<file path="src/rtl/sp_ram_arb_pkg.sv">
// Shared types for the single-port RAM arbiter: FSM state encoding and master ids.
package sp_ram_arb_pkg;

  typedef enum logic [1:0] {
    IDLE  = 2'd0,
    LOCK0 = 2'd1,
    LOCK1 = 2'd2
  } arb_state_t;

  localparam logic M0 = 1'b0;
  localparam logic M1 = 1'b1;

endpackage

</file>
<file path="src/rtl/sp_ram_arbiter_if.sv">
// Bundle of the two requester ports and the RAM macro pins seen by sp_ram_arbiter.
// Handshake: mN_req is held with we/addr/wdata stable until mN_gnt; a req&gnt cycle is
// exactly one RAM access, and a granted read returns mN_rvalid/mN_rdata one cycle later.
interface sp_ram_arbiter_if #(
  parameter int ADDR_WIDTH = 8,
  parameter int DATA_WIDTH = 8
) ();

  logic                  m0_req;
  logic                  m0_we;
  logic                  m0_lock;
  logic [ADDR_WIDTH-1:0] m0_addr;
  logic [DATA_WIDTH-1:0] m0_wdata;
  logic                  m0_gnt;
  logic                  m0_rvalid;
  logic [DATA_WIDTH-1:0] m0_rdata;

  logic                  m1_req;
  logic                  m1_we;
  logic                  m1_lock;
  logic [ADDR_WIDTH-1:0] m1_addr;
  logic [DATA_WIDTH-1:0] m1_wdata;
  logic                  m1_gnt;
  logic                  m1_rvalid;
  logic [DATA_WIDTH-1:0] m1_rdata;

  logic                  ram_cen;
  logic                  ram_wen;
  logic [ADDR_WIDTH-1:0] ram_a;
  logic [DATA_WIDTH-1:0] ram_d;
  logic [DATA_WIDTH-1:0] ram_q;

  modport slave (
    input  m0_req, m0_we, m0_lock, m0_addr, m0_wdata,
    input  m1_req, m1_we, m1_lock, m1_addr, m1_wdata,
    input  ram_q,
    output m0_gnt, m0_rvalid, m0_rdata,
    output m1_gnt, m1_rvalid, m1_rdata,
    output ram_cen, ram_wen, ram_a, ram_d
  );

  modport master (
    output m0_req, m0_we, m0_lock, m0_addr, m0_wdata,
    output m1_req, m1_we, m1_lock, m1_addr, m1_wdata,
    output ram_q,
    input  m0_gnt, m0_rvalid, m0_rdata,
    input  m1_gnt, m1_rvalid, m1_rdata,
    input  ram_cen, ram_wen, ram_a, ram_d
  );

endinterface

</file>
<file path="src/rtl/sp_ram_arb_rr2.sv">
// Combinational 2-way grant selector. Round-robin on `last` by default; with
// SP_RAM_ARB_PRIO_EN defined, m0 has fixed priority outside a lock.
module sp_ram_arb_rr2
  import sp_ram_arb_pkg::*;
(
  input  logic [1:0] req,
  input  logic       last,
  input  logic       owner,
  input  logic       locked,
  output logic [1:0] gnt
);

`ifdef SP_RAM_ARB_PRIO_EN
  logic unused_last;
  assign unused_last = last;
`endif

  always_comb begin
    gnt = 2'b00;
    // During a lock only the owner can win; an idle owner leaves the RAM idle.
    if (locked) begin
      gnt = (owner == M1) ? {req[1], 1'b0} : {1'b0, req[0]};
    end
`ifdef SP_RAM_ARB_PRIO_EN
    else if (req[0]) begin
      gnt = 2'b01;
    end else if (req[1]) begin
      gnt = 2'b10;
    end
`else
    else if (&req) begin
      gnt = (last == M1) ? 2'b01 : 2'b10;
    end else begin
      gnt = req;
    end
`endif
  end

endmodule

</file>
<file path="src/rtl/sp_ram_arbiter.sv">
// Two-master arbiter/sequencer in front of a single-port RAM with bounded bus locking.
// Define SP_RAM_ARB_PRIO_EN for fixed m0 priority instead of round-robin.
module sp_ram_arbiter
  import sp_ram_arb_pkg::*;
#(
  parameter int ADDR_WIDTH = 8,
  parameter int DATA_WIDTH = 8,
  parameter int LOCK_MAX   = 16
) (
  input  logic              clk,
  input  logic              rst_n,
  sp_ram_arbiter_if.slave   bus,
  output arb_state_t        dbg_state
);

  localparam int CNT_W = $clog2(LOCK_MAX + 1);

  arb_state_t       state;
  arb_state_t       state_nxt;
  logic [CNT_W-1:0] lock_cnt;
  logic [CNT_W-1:0] lock_cnt_nxt;
  logic             last;
  logic             rd_vld;
  logic             rd_id;

  logic [1:0]       req;
  logic [1:0]       gnt;
  logic             owner;
  logic             timeout;
  logic             locked;
  logic             win_id;
  logic             win_we;
  logic             win_lock;
  logic             rv0;
  logic             rv1;

  // Requests are masked during reset so no access reaches the RAM.
  assign req     = {bus.m1_req, bus.m0_req} & {2{rst_n}};
  assign owner   = (state == LOCK1) ? M1 : M0;
  assign timeout = (lock_cnt == CNT_W'(LOCK_MAX));
  assign locked  = (state != IDLE) && !timeout &&
                   ((owner == M1) ? bus.m1_lock : bus.m0_lock);

  sp_ram_arb_rr2 u_rr2 (
    .req    (req),
    .last   (last),
    .owner  (owner),
    .locked (locked),
    .gnt    (gnt)
  );

  assign win_id   = gnt[1];
  assign win_we   = win_id ? bus.m1_we   : bus.m0_we;
  assign win_lock = win_id ? bus.m1_lock : bus.m0_lock;

  // A released or timed-out lock arbitrates like IDLE in that same cycle.
  always_comb begin
    state_nxt    = IDLE;
    lock_cnt_nxt = '0;
    if (locked) begin
      state_nxt    = state;
      lock_cnt_nxt = lock_cnt + CNT_W'(1);
    end else if ((|gnt) && win_lock) begin
      state_nxt = win_id ? LOCK1 : LOCK0;
    end
  end

  always_ff @(posedge clk or negedge rst_n) begin
    if (!rst_n) begin
      state    <= IDLE;
      lock_cnt <= '0;
      last     <= M1;
      rd_vld   <= 1'b0;
      rd_id    <= M0;
    end else begin
      state    <= state_nxt;
      lock_cnt <= lock_cnt_nxt;
      rd_vld   <= (|gnt) && !win_we;
      if (|gnt) begin
        last <= win_id;
      end
      if ((|gnt) && !win_we) begin
        rd_id <= win_id;
      end
    end
  end

  always_comb begin
    bus.ram_cen = 1'b1;
    bus.ram_wen = 1'b1;
    bus.ram_a   = '0;
    bus.ram_d   = '0;
    if (|gnt) begin
      bus.ram_cen = 1'b0;
      bus.ram_wen = ~win_we;
      bus.ram_a   = win_id ? bus.m1_addr  : bus.m0_addr;
      bus.ram_d   = win_id ? bus.m1_wdata : bus.m0_wdata;
    end
  end

  assign rv0 = rd_vld && (rd_id == M0);
  assign rv1 = rd_vld && (rd_id == M1);

  assign bus.m0_gnt    = gnt[0];
  assign bus.m1_gnt    = gnt[1];
  assign bus.m0_rvalid = rv0;
  assign bus.m1_rvalid = rv1;
  assign bus.m0_rdata  = rv0 ? bus.ram_q : '0;
  assign bus.m1_rdata  = rv1 ? bus.ram_q : '0;
  assign dbg_state     = state;

endmodule

</file>
<file path="src/flat_wrapper.sv">
// flat-port wrapper written by rule: the top's interface ports become plain ports
module sp_ram_arbiter_flat import sp_ram_arb_pkg::*;
#(
  parameter int ADDR_WIDTH = 8,
  parameter int DATA_WIDTH = 8,
  parameter int LOCK_MAX   = 16
)
  (clk, rst_n, dbg_state, bus_m0_req, bus_m0_we, bus_m0_lock, bus_m0_addr, bus_m0_wdata, bus_m1_req, bus_m1_we, bus_m1_lock, bus_m1_addr, bus_m1_wdata, bus_ram_q, bus_m0_gnt, bus_m0_rvalid, bus_m0_rdata, bus_m1_gnt, bus_m1_rvalid, bus_m1_rdata, bus_ram_cen, bus_ram_wen, bus_ram_a, bus_ram_d);
  sp_ram_arbiter_if #(.ADDR_WIDTH(ADDR_WIDTH), .DATA_WIDTH(DATA_WIDTH)) bus_i ();
  input  logic clk;
  input  logic rst_n;
  output arb_state_t dbg_state;
  input wire logic [$bits(bus_i.m0_req)-1:0] bus_m0_req;
  input wire logic [$bits(bus_i.m0_we)-1:0] bus_m0_we;
  input wire logic [$bits(bus_i.m0_lock)-1:0] bus_m0_lock;
  input wire logic [$bits(bus_i.m0_addr)-1:0] bus_m0_addr;
  input wire logic [$bits(bus_i.m0_wdata)-1:0] bus_m0_wdata;
  input wire logic [$bits(bus_i.m1_req)-1:0] bus_m1_req;
  input wire logic [$bits(bus_i.m1_we)-1:0] bus_m1_we;
  input wire logic [$bits(bus_i.m1_lock)-1:0] bus_m1_lock;
  input wire logic [$bits(bus_i.m1_addr)-1:0] bus_m1_addr;
  input wire logic [$bits(bus_i.m1_wdata)-1:0] bus_m1_wdata;
  input wire logic [$bits(bus_i.ram_q)-1:0] bus_ram_q;
  output wire logic [$bits(bus_i.m0_gnt)-1:0] bus_m0_gnt;
  output wire logic [$bits(bus_i.m0_rvalid)-1:0] bus_m0_rvalid;
  output wire logic [$bits(bus_i.m0_rdata)-1:0] bus_m0_rdata;
  output wire logic [$bits(bus_i.m1_gnt)-1:0] bus_m1_gnt;
  output wire logic [$bits(bus_i.m1_rvalid)-1:0] bus_m1_rvalid;
  output wire logic [$bits(bus_i.m1_rdata)-1:0] bus_m1_rdata;
  output wire logic [$bits(bus_i.ram_cen)-1:0] bus_ram_cen;
  output wire logic [$bits(bus_i.ram_wen)-1:0] bus_ram_wen;
  output wire logic [$bits(bus_i.ram_a)-1:0] bus_ram_a;
  output wire logic [$bits(bus_i.ram_d)-1:0] bus_ram_d;
  assign bus_i.m0_req = bus_m0_req;
  assign bus_i.m0_we = bus_m0_we;
  assign bus_i.m0_lock = bus_m0_lock;
  assign bus_i.m0_addr = bus_m0_addr;
  assign bus_i.m0_wdata = bus_m0_wdata;
  assign bus_i.m1_req = bus_m1_req;
  assign bus_i.m1_we = bus_m1_we;
  assign bus_i.m1_lock = bus_m1_lock;
  assign bus_i.m1_addr = bus_m1_addr;
  assign bus_i.m1_wdata = bus_m1_wdata;
  assign bus_i.ram_q = bus_ram_q;
  assign bus_m0_gnt = bus_i.m0_gnt;
  assign bus_m0_rvalid = bus_i.m0_rvalid;
  assign bus_m0_rdata = bus_i.m0_rdata;
  assign bus_m1_gnt = bus_i.m1_gnt;
  assign bus_m1_rvalid = bus_i.m1_rvalid;
  assign bus_m1_rdata = bus_i.m1_rdata;
  assign bus_ram_cen = bus_i.ram_cen;
  assign bus_ram_wen = bus_i.ram_wen;
  assign bus_ram_a = bus_i.ram_a;
  assign bus_ram_d = bus_i.ram_d;
  sp_ram_arbiter #(.ADDR_WIDTH(ADDR_WIDTH), .DATA_WIDTH(DATA_WIDTH), .LOCK_MAX(LOCK_MAX)) u_core (.clk(clk), .rst_n(rst_n), .bus(bus_i), .dbg_state(dbg_state));
endmodule
</file>
<file path="config.mk">
export PLATFORM = sky130hd
export DESIGN_NAME = sp_ram_arbiter_flat
export DESIGN_NICKNAME = d
export VERILOG_FILES = /design/src/rtl/sp_ram_arb_pkg.sv /design/src/rtl/sp_ram_arbiter_if.sv /design/src/rtl/sp_ram_arb_rr2.sv /design/src/rtl/sp_ram_arbiter.sv /design/src/flat_wrapper.sv
export SDC_FILE = /design/constraint.sdc
export NUM_CORES = 1
export LEC_CHECK = 0
export ABC_AREA = 1
export CAP_MARGIN = 10
export CORE_MARGIN = 5
export CORE_UTILIZATION = 32
export CTS_CLUSTER_SIZE = 28
export DETAILED_ROUTE_END_ITERATION = 12
export PLACE_DENSITY = 0.92
export SLEW_MARGIN = 20
export SYNTH_ARGS = -nofsm -noshare
export SYNTH_HDL_FRONTEND = slang
export SYNTH_SLANG_ARGS = --single-unit
</file>
<file path="constraint.sdc">
create_clock -name clk -period 2.45 [get_ports clk]
set_clock_uncertainty 0.15 [all_clocks]
set_input_delay 0.49 -clock clk [delete_from_list [all_inputs] [get_ports clk]]
set_output_delay 0.49 -clock clk [all_outputs]
set_load 0.02 [all_outputs]
</file>
# Yosys cells after proc, flatten, opt, wreduce, memory -nomap -nowiden
# Cells that the tools add are included.
op_classes:
  n_div: 0
  reduce_logical: 11
  add_sub_neg: 1
  mux: 19
  n_lt_le_gt_ge: 0
  mul: 0
  n_eq_ne: 2
  n_shift: 0
  bitwise: 3
op_table:
  columns: ["cell", "n"]
  rows:
  - ["2-to-1 mux 8 bit", 6]
  - ["2-to-1 mux 2 bit", 6]
  - ["logical AND 1 bit", 6]
  - ["2-to-1 mux 1 bit", 6]
  - ["adder 5 x 1 -> 5 bit (second input constant)", 1]
  - ["== test 5 bit (second input constant)", 1]
  - ["2-to-1 mux 5 bit", 1]
  - ["AND 2 bit", 1]
  - ["== test 2 bit (second input constant)", 1]
  - ["logical NOT 1 bit", 2]
  - ["inverter 1 bit", 2]
  - ["AND reduction 2 bit", 1]
  - ["nonzero test 2 bit", 1]
  - ["OR reduction 2 bit", 1]
word_totals:
  mem_bits_ro: 0
  latch_bits: 0
  ramBits: 0
  memories: 0
  ff_bits: 10

# Longest topological paths before layout
depth:
  ltp_word: 8
  ltp_mapped: 13
  mapped_depth_nobuf: 12

# By module
# Synthesis repeated with hierarchy kept, for this count alone.
hier_totals:
  cells_unflattened: 156
  hier_area_um2: 910.9
modules_own_cells:
  columns: ["mod", "area_per_inst_um2", "n_inst", "cells_each"]
  rows:
  - ["sp_ram_arbiter", 870.8, 1, 146]
  - ["sp_ram_arb_rr2", 40.0, 1, 10]

# Worst setup path before layout
# Ideal clock, no wire load.
synth_timing:
  path_type: "flip-flop to output port"
  from: "register u_core.lock_cnt[0]"
  to: "output port bus_ram_a[5]"
  required_time_ps: 1810
  stages_incl_launch_ff: 13
  slack_ps: 330
  arrival_ps: 1480
  cell_sequence: "dfrtp_1 > inv_1 > ha_1 > nand2_1 > inv_1 > nand2_2 > nand2_2 > buf_6 > nand2_4 > nand2_4 > buf_12 > nand3_2 > nand2_1"
synth_between:
  elab_chain_cells: 7
  elab_cells_between_ends: 8
synth_lines:
  columns: ["item", "line", "rtl"]
  rows:
  - ["start, declared", "sp_ram_arbiter.sv:20", "logic [CNT_W-1:0] lock_cnt;"]
  - ["start signal, assigned", "sp_ram_arbiter.sv:77", "lock_cnt <= lock_cnt_nxt;"]
  - ["== test 5 bit", "sp_ram_arbiter.sv:40", "assign timeout = (lock_cnt == CNT_W'(LOCK_MAX));"]
  - ["logical NOT 1 bit", "sp_ram_arbiter.sv:41", "assign locked = (state != IDLE) && !timeout &&"]
  - ["logical AND 1 bit (2 in series)", "sp_ram_arbiter.sv:41", null]
  - ["2-to-1 mux 2 bit", "sp_ram_arb_rr2.sv:21", "if (locked) begin"]
  - ["net bus_m0_gnt", "flat_wrapper.sv:24", "output wire logic [$bits(bus_i.m0_gnt)-1:0] bus_m0_gnt;"]
  - ["OR reduction 2 bit", "sp_ram_arbiter.sv:93", "if (|gnt) begin"]
  - ["2-to-1 mux 8 bit", "sp_ram_arbiter.sv:93", null]
  - ["end, declared", "flat_wrapper.sv:32", "output wire logic [$bits(bus_i.ram_a)-1:0] bus_ram_a;"]
# The timed path passes the listed nets, and every way through them passes these cells.

# Worst setup path after layout
layout_timing:
  from: "register u_core.lock_cnt[0]"
  to: "output port bus_ram_a[6]"
layout_between:
  elab_chain_cells: 7
  elab_cells_between_ends: 8
layout_lines:
  columns: ["item", "line"]
  rows:
  - ["== test 5 bit *", "sp_ram_arbiter.sv:40"]
  - ["logical NOT 1 bit *", "sp_ram_arbiter.sv:41"]
  - ["logical AND 1 bit * (2 in series)", "sp_ram_arbiter.sv:41"]
  - ["2-to-1 mux 2 bit *", "sp_ram_arb_rr2.sv:21"]
  - ["2-to-1 mux 8 bit or OR reduction 2 bit (tied branches)", "sp_ram_arbiter.sv:96, sp_ram_arbiter.sv:93"]
  - ["2-to-1 mux 8 bit *", "sp_ram_arbiter.sv:93"]
# Every way passes the cells marked *; elsewhere a longest branch is shown, timed or not.

==> metrics.txt <==
status=finished with violations; violated checks=setup timing; critical path class=reg2out; Pwr per Cell Area=409 nW/µm²; Fmax=0.400 GHz; antenna violation net count after detailed routing=0; Worst setup SP type=flip-flop; Final Slew Violations=0; Placed Cells=297; register area share after synthesis=24.9%; minimum clock period after layout=2500 ps; worst setup margin=-50.1 ps; Gate Count Post-Synth=153; Finished Cell Area=2300 µm²; setup violators final=15; Finished Layout Cells=310; Req. time, crit path=1810 ps; largest net degree at the start of global routing=18; Fin. Hold Viols=0; H-tree levels=1; Avg Cell Area, Syn=6.59 µm²; CTS tree=yes; num rows=20; final core utilization=76.1%; Antenna diodes=0; Reg clk slew, reported paths=70 ps; Cell Area, Synth=1010 µm²; Worst VDD drop=0.000292 V; Tcrit/Tclk final=102%; Max Root-Sink Buffers=2; DRC violations left=0; TritonRoute pass-1 iters=5; vias per cell=4.63; initial core utilization=33.3%; RSZ-0062 raised after global routing=yes; max-cap violation count=0; die width=66.1 µm; Synth-to-Final Area Change=128%; Routed wire per std cell=13.5 µm; crit path max fanout=8; DRT Wirelength=4200 µm; Cell Int Power=559 µW; DP Area=2020 µm²; clk_lat worst skew=260 ps; switching share of power=40.6%; GRT Overall Usage=16.3%; crit path cell chain=inv_1 > ha_1 > nand2_1 > inv_2 > nand2_4 > nand3_4 > nand2_8 > buf_16 > nand3_2 > nand2_2 > buf_6; Die Ht=66.1 µm; Die ar.=4370 µm²; worst reg2reg setup slack=590 ps; Hold WC Path Type=in2async; DR iter-0 viols=33; post-synth cell types=23; I/O pins=88; Syn Nets=203; switching component of the power=382 µW; via count=1434; endpoint type of the worst setup path=primary output; #FFs+latches synth=10; core area=3030 µm²; Net count, final=317; Reg2Reg Depth=12; Yosys Warn Count=0; GR Overflow Total=0; fraction of layout cells with a size suffix above 1=33.8%; Flop pwr share=21.3%; Worst slew margin=82.0%; TritonCTS sink count=10; CP peak stage delay=370 ps; slowest stage cell, crit path=dfrtp_1; number of global-route vias before repair=1396; TritonCTS Buffers=3; Pleak=0.00110 µW; global-route wire length before repair=5640 µm; initial antenna violation count=0; # hold bufs at CTS=0; Worst-Margin Slew=269 ps; Worst Path Arrival=1860 ps; clock network power share=12.4%; Final GP Congestion=0.758; HPWL Detailed=2920 µm; input/output buffers=87; Root Buffer=clkbuf_4; combinational power share=66.3%
## worst max-delay path, delay by kind of cell, from the launching register on
| kind | cells | cell delay (ps) |
|---|---|---|
| flops | 1 | 370 |
| buf+inv | 4 | 370 |
| simple gates | 6 | 670 |
| fa+ha+maj | 1 | 190 |
## through the flow
stage	setup slack, ps	setup TNS (ps)	power [µW]	hold WS (ps)
2_1_floorplan	330	0	461	44.4
6_report	-50.1	-297	942	213
3_5_place_dp	-647	-11760	733	339
5_1_grt	-152	-2020	1000	241
4_1_cts	7.39	0	866	212
3_3_place_gp	-583	-10970	725	330
## layout make-up
class                   count  area, µm²
clock buffers               4       26.3
fillers                   218        724
inverters                  23       93.8
multi-input cells         117        761
flip-flops and latches     10        251
well taps                  44       55.1
repair buffers            112       1120
## cell families after synthesis
| kind of cell | share of synthesized area, % |
|---|---|
| AO/OA/AOI/OAI | 3.35 |
| XOR/XNOR | 1.74 |
| adder cells (fa/ha/maj) | 2.48 |
| buffers and inverters | 14.4 |
| flip-flops | 24.9 |
| AND/OR/NAND/NOR | 53.1 |
## synth_stat cells
library cell,instances,area (µm²)
nand2_2,3,18.8
xnor2_1,1,8.76
buf_12,1,20.0
nand3_2,11,110
nor2_2,1,6.26
dfstp_2,1,26.3
xor2_1,1,8.76
inv_4,1,6.26
inv_2,1,3.75
nor2_1,22,82.6
nand4_1,2,12.5
nand3_1,17,85.1
dfrtp_1,9,225
a21oi_2,1,8.76
o21ai_0,2,10.0
a21oi_1,3,15.0
ha_1,2,25.0
buf_6,2,22.5
or2_2,1,6.26
nand2_1,45,169
nand2_4,4,45.0
inv_1,21,78.8
clkbuf_8,1,13.8
## power groups by stage
stage / registers, µW / logic [µW] / clock network [µW]
after floorplan: 204 / 257 / 0
after global placement: 202 / 522 / 0
after detailed placement: 203 / 530 / 0
after CTS: 200 / 546 / 120
after global routing: 204 / 671 / 130
final: 201 / 624 / 117
## path summary, 6_finish.rpt
path                                              start                         endpoint
setup reg to reg           u_core.lock_cnt[0]$_DFF_PN0_  u_core.dbg_state[0]$_DFFE_PN0P_
setup / recovery           u_core.lock_cnt[0]$_DFF_PN0_                     bus_ram_a[6]
max in group asynchronous                         rst_n          u_core.rd_vld$_DFF_PN0_
hold / removal                                    rst_n  u_core.dbg_state[1]$_DFFE_PN0P_
min in group clk               u_core.rd_id$_DFFE_PN0P_         u_core.rd_id$_DFFE_PN0P_
hold reg to reg                u_core.rd_id$_DFFE_PN0P_         u_core.rd_id$_DFFE_PN0P_
## repair_timing
item                                   CTS  global route
setup buffers                            4             2
setup endpoints to repair               20            20
pin swaps                                8             5
gates resized for setup                109            40
endpoints found under the hold margin    0             0
gates cloned                             2             1
## metal layers
| metal | vias up | wire, µm | global-route usage (%) |
|---|---|---|---|
| met5 | - | 0 | 0 |
| met4 | 0 | 76 | 6.09 |
| met3 | 6 | 403 | 5.27 |
| met2 | 63 | 2270 | 31.4 |
| met1 | 663 | 1450 | 15.9 |
| li1 | 702 | - | - |
## flip-flops by register name (all words and copies together) (netlist names)
register,cells
u_core.dbg_state,2
u_core.last,1
u_core.lock_cnt,5
u_core.rd_id,1
u_core.rd_vld,1
## cells in the final DEF, fill, tap and decap left out
| cell | instances |
|---|---|
| a21oi_1 | 1 |
| a21oi_2 | 3 |
| buf_12 | 1 |
| buf_16 | 1 |
| buf_2 | 2 |
| buf_4 | 21 |
| buf_6 | 18 |
| clkbuf_1 | 1 |
| clkbuf_16 | 1 |
| clkbuf_4 | 3 |
| clkdlybuf4s50_1 | 62 |
| dfrtp_1 | 9 |
| dfstp_2 | 1 |
| dlygate4sd2_1 | 6 |
| ha_1 | 2 |
| inv_1 | 20 |
| inv_2 | 2 |
| inv_8 | 1 |
| nand2_1 | 34 |
| nand2_2 | 11 |
| nand2_4 | 2 |
| nand2_8 | 6 |
| nand3_1 | 13 |
| nand3_2 | 13 |
| nand3_4 | 2 |
| nand4_1 | 2 |
| nor2_1 | 22 |
| nor2_2 | 1 |
| o21ai_0 | 2 |
| or2_2 | 1 |
| xnor2_1 | 1 |
| xor2_1 | 1 |
(Power assumes the default switching activity.)
